==> config.mk <==
export PLATFORM = sky130hd
export DESIGN_NAME = demux4_dispatch_ctrl
export DESIGN_NICKNAME = d
export VERILOG_FILES = /design/src/rtl/demux4_dispatch_ctrl.sv
export SDC_FILE = /design/constraint.sdc
export NUM_CORES = 1
export LEC_CHECK = 0
export BUFFER_PORTS_ARGS = -buffer_cell sky130_fd_sc_hd__buf_2
export CORE_MARGIN = 2
export CORE_UTILIZATION = 50
export CTS_CLUSTER_SIZE = 20
export DETAILED_ROUTE_END_ITERATION = 7
export GPL_ROUTABILITY_DRIVEN = 0
export PLACE_DENSITY = 0.82
export SYNTH_ARGS = -nofsm -noshare
export SYNTH_HDL_FRONTEND = slang
export SYNTH_SLANG_ARGS = --single-unit
==> constraint.sdc <==
create_clock -name clk -period 5.48 [get_ports clk]
set_clock_uncertainty 0.1 [all_clocks]
set_input_delay 1.096 -clock clk [delete_from_list [all_inputs] [get_ports clk]]
set_output_delay 1.096 -clock clk [all_outputs]
set_load 0.005 [all_outputs]
==> src/rtl/demux4_dispatch_ctrl.sv <==
// demux4_dispatch_ctrl: steers a valid/ready stream onto one of four
// channels through a single registered holding stage.
module demux4_dispatch_ctrl #(
  parameter int DATA_W = 8,
  parameter int CNT_W  = 16
) (
  input  logic              clk,
  input  logic              rst,
  input  logic              mode,
  input  logic [1:0]        fix_sel,
  input  logic              flush,
  input  logic              in_valid,
  input  logic [DATA_W-1:0] in_data,
  output logic              in_ready,
  input  logic [3:0]        out_ready,
  output logic [3:0]        out_valid,
  output logic [DATA_W-1:0] out_data,
  output logic [1:0]        sel,
  output logic [1:0]        rr_ptr,
  output logic [CNT_W-1:0]  beat_cnt
);

  typedef enum logic {
    EMPTY = 1'b0,
    HOLD  = 1'b1
  } state_t;

  state_t state_q;
  state_t state_d;

  logic       full;
  logic       consume;
  logic       accept;
  logic [1:0] tgt;

  assign full     = (state_q == HOLD);
  assign consume  = full & out_ready[sel];
  assign in_ready = ~rst & ~flush & (~full | consume);
  assign accept   = in_valid & in_ready;
  assign tgt      = mode ? fix_sel : rr_ptr;

  assign out_valid = full ? (4'b0001 << sel) : 4'b0000;

  // Holding-stage occupancy register.
  always_ff @(posedge clk) begin
    if (rst) begin
      state_q <= EMPTY;
    end else begin
      state_q <= state_d;
    end
  end

  // Occupancy: a new beat always wins; otherwise drain or flush empties.
  always_comb begin
    state_d = state_q;
    unique case (state_q)
      EMPTY: begin
        if (accept) begin
          state_d = HOLD;
        end
      end
      HOLD: begin
        if (accept) begin
          state_d = HOLD;
        end else if (consume | flush) begin
          state_d = EMPTY;
        end
      end
      default: state_d = EMPTY;
    endcase
  end

  // Capture payload and target only on accept so a held beat never moves.
  always_ff @(posedge clk) begin
    if (rst) begin
      out_data <= '0;
      sel      <= 2'd0;
    end else if (accept) begin
      out_data <= in_data;
      sel      <= tgt;
    end
  end

  // Round-robin pointer advances only for beats it actually steered.
  always_ff @(posedge clk) begin
    if (rst) begin
      rr_ptr <= 2'd0;
    end else if (flush) begin
      rr_ptr <= 2'd0;
    end else if (accept && !mode) begin
      rr_ptr <= rr_ptr + 2'd1;
    end
  end

  // Delivered-beat counter; a consume during flush still counts.
  always_ff @(posedge clk) begin
    if (rst) begin
      beat_cnt <= '0;
    end else if (consume) begin
      beat_cnt <= beat_cnt + CNT_W'(1);
    end
  end

endmodule
==> flow_metrics.env <==
export IMPL_status="finished clean"
export IMPL_viasPerCell=5.51
export IMPL_ys_seq_area_frac=0.452
export IMPL_ios=52
export IMPL_placed_area_sq_mm=0.00153
export IMPL_maxCapViolCount=0
export IMPL_power_density_mw_per_mm2=248
export IMPL_hold_buffers=0
export IMPL_clock_sinks=29
export IMPL_cts_setup_buffers=0
export IMPL_setup_tns_final_ps=0
export IMPL_crit_path_start_kind="input pin"
export IMPL_dieArea_sq_mm=0.00299
export IMPL_num_antenna_cells=0
export IMPL_num_rows=18
export IMPL_grt_setup_unrepaired="no"
export IMPL_setup_viol=0
export IMPL_syn_avg_cell_area_sq_um=8.62
export IMPL_coreArea_sq_mm=0.00245
export IMPL_port_buffer_count=51
export IMPL_numCtsBuffers=5
export IMPL_path_clk_slew_ps=100
export IMPL_antenna_found_initial=0
export IMPL_postRouteAntennaNets=0
export IMPL_worstPathArrival_ps=2200
export IMPL_design_area_sq_mm=0.00160
export IMPL_most_common_layout_cells="buf_2, dfxtp_1, nand2_1, a21oi_1, nor2_1"
export IMPL_nNetsFinal=219
export IMPL_fmax_mhz=294
export IMPL_setup_slack_ps=2080
export IMPL_drtIter0Drc=34
export IMPL_drive_above_1_share=0.315
export IMPL_drc=0
export IMPL_hold_class="flip-flop to flip-flop"
export IMPL_grt_pass1_vias=1073
export IMPL_irDropWorstVdd_uv=203
export IMPL_grt_pass1_wl_microns=4720
export IMPL_clk_latency_ps=330
export IMPL_synth_cell_type_count=34
export IMPL_die_h_microns=54.7
export IMPL_synth_warnings=0
export IMPL_required_ps=4280
export IMPL_power_leakage_uw=0.000700
export IMPL_grt_max_degree=29
export IMPL_die_x_microns=54.7
export IMPL_cts_tree="yes"
export IMPL_slew_violations=0
export IMPL_netlist_area_sq_mm=0.00128
export IMPL_fin_crit_sh=0.620
export IMPL_crit_type="input pin to output port"
export IMPL_syn_num_nets=169
export IMPL_syn_to_final_growth_pct=24.8
export IMPL_synth_seq_cells=29
export IMPL_root_buffer="clkbuf_4"
export IMPL_ctsResizeCount=0
export IMPL_grt_ovfl_total=0
export IMPL_hold_viol_final=0
export IMPL_worstPathMaxFanout=12
export IMPL_final_core_util=0.653
export IMPL_wl_per_cell_microns=13.2
export IMPL_dpl_worst_slack_ps=2090
export IMPL_cts_max_level=2
export IMPL_cts_buffer_depth=2
export IMPL_syn_instance_count=149
export IMPL_slew_headroom=0.441
export IMPL_vias=1267
export IMPL_hpwl_microns=2200
export IMPL_wirelength_microns=3050
export IMPL_finalCriticalPeriod_ps=3400
export IMPL_layout_commonest_cell="buf_2"
export IMPL_tightestPinTransition_ps=835
export IMPL_grt_use_total=0.228
export IMPL_first_pass_iters=4
export IMPL_critPathCaptureType="output port"
export IMPL_start_util=0.523
export IMPL_power_uw=397
==> path summary, 6_finish.rpt <==
path	startpoint	endpoint	slack, ps	depth (start not counted)
setup / recovery	out_ready[3]	in_ready	2080	5
hold / removal	out_data[4]	out_data[4]	360	2
setup reg to reg	sel[0]	rr_ptr[1]	3090	4
hold reg to reg	out_data[4]	out_data[4]	360	2
==> per-layer routing <==
metal	vias up	wire length, microns	global-route usage	part of all wire
met2	45	1490	0.371	0.49
met3	4	210	0.0847	0.069
met4	0	28	0.100	0.0092
li1	634	-	-	-
met5	-	0	0	0
met1	584	1320	0.266	0.43
==> area by class of cell <==
cell class              count  area, sq um
clock inverters             1         5.00
fillers                   208          851
flip-flops and latches     29          581
clock buffers               7         65.1
well taps                  30         37.5
repair buffers             51          255
multi-input cells         109          649
inverters                   3         11.3
==> per-stage QoR <==
step | std cells | hold WS, ps
floorplan | 149 | 353
CTS | 230 | 360
finish | 230 | 360
global route | 230 | 370
global placement | 222 | 340
detailed placement | 222 | 347
==> synthesized netlist by cell type, drive strengths merged <==
| master | number | share of area |
|---|---|---|
| dfxtp | 29 | 0.45 |
| nand2 | 21 | 0.063 |
| a21oi | 17 | 0.066 |
| nor2 | 12 | 0.035 |
| o31ai | 7 | 0.041 |
| xor2 | 7 | 0.048 |
| nand3 | 6 | 0.027 |
| nand4 | 6 | 0.029 |
| buf | 5 | 0.025 |
| or4 | 5 | 0.029 |
| and3 | 3 | 0.015 |
| clkbuf | 3 | 0.0088 |
| inv | 3 | 0.0088 |
| o211ai | 3 | 0.018 |
| o21ai | 3 | 0.012 |
| or3 | 3 | 0.015 |
| a211oi | 2 | 0.012 |
| and2 | 2 | 0.0097 |
| nor3 | 2 | 0.0078 |
| a21boi | 1 | 0.0058 |
| and4 | 1 | 0.0068 |
| ha | 1 | 0.0097 |
| mux2i | 1 | 0.0078 |
| mux4 | 1 | 0.018 |
| nand2b | 1 | 0.0049 |
| nor3b | 1 | 0.0058 |
| o211a | 1 | 0.0078 |
| o21a | 1 | 0.0058 |
| or3b | 1 | 0.0068 |
==> critical path, cell delays in order <==
cell    delay (ps)
buf_2           90
mux4_2         600
nor2_1         200
nor3_1          60
buf_2          150
==> sequential cells by signal (all words and copies together), names as in the netlist <==
| signal | count |
|---|---|
| sel | 2 |
| out_data | 8 |
| full | 1 |
| beat_cnt | 16 |
| rr_ptr | 2 |
==> where the power goes <==
group          internal, uW  switching (uW)
clock network          74.3            75.8
registers               214            4.30
logic                  12.6            15.9
total                   301            96.0
==> cells by family (layout without fill, tap and decap cells) <==
kind of cell	Yosys count	in the layout	synth area share
AND/OR/NAND/NOR	64	64	0.255
AO/OA/AOI/OAI	35	35	0.167
flip-flops	29	29	0.452
buffers and inverters	11	62	0.0428
XOR/XNOR	7	7	0.0477
multiplexers	2	2	0.0253
adder cells (fa/ha/maj)	1	1	0.00974
Note: power is estimated with default switching activity, not from simulation.
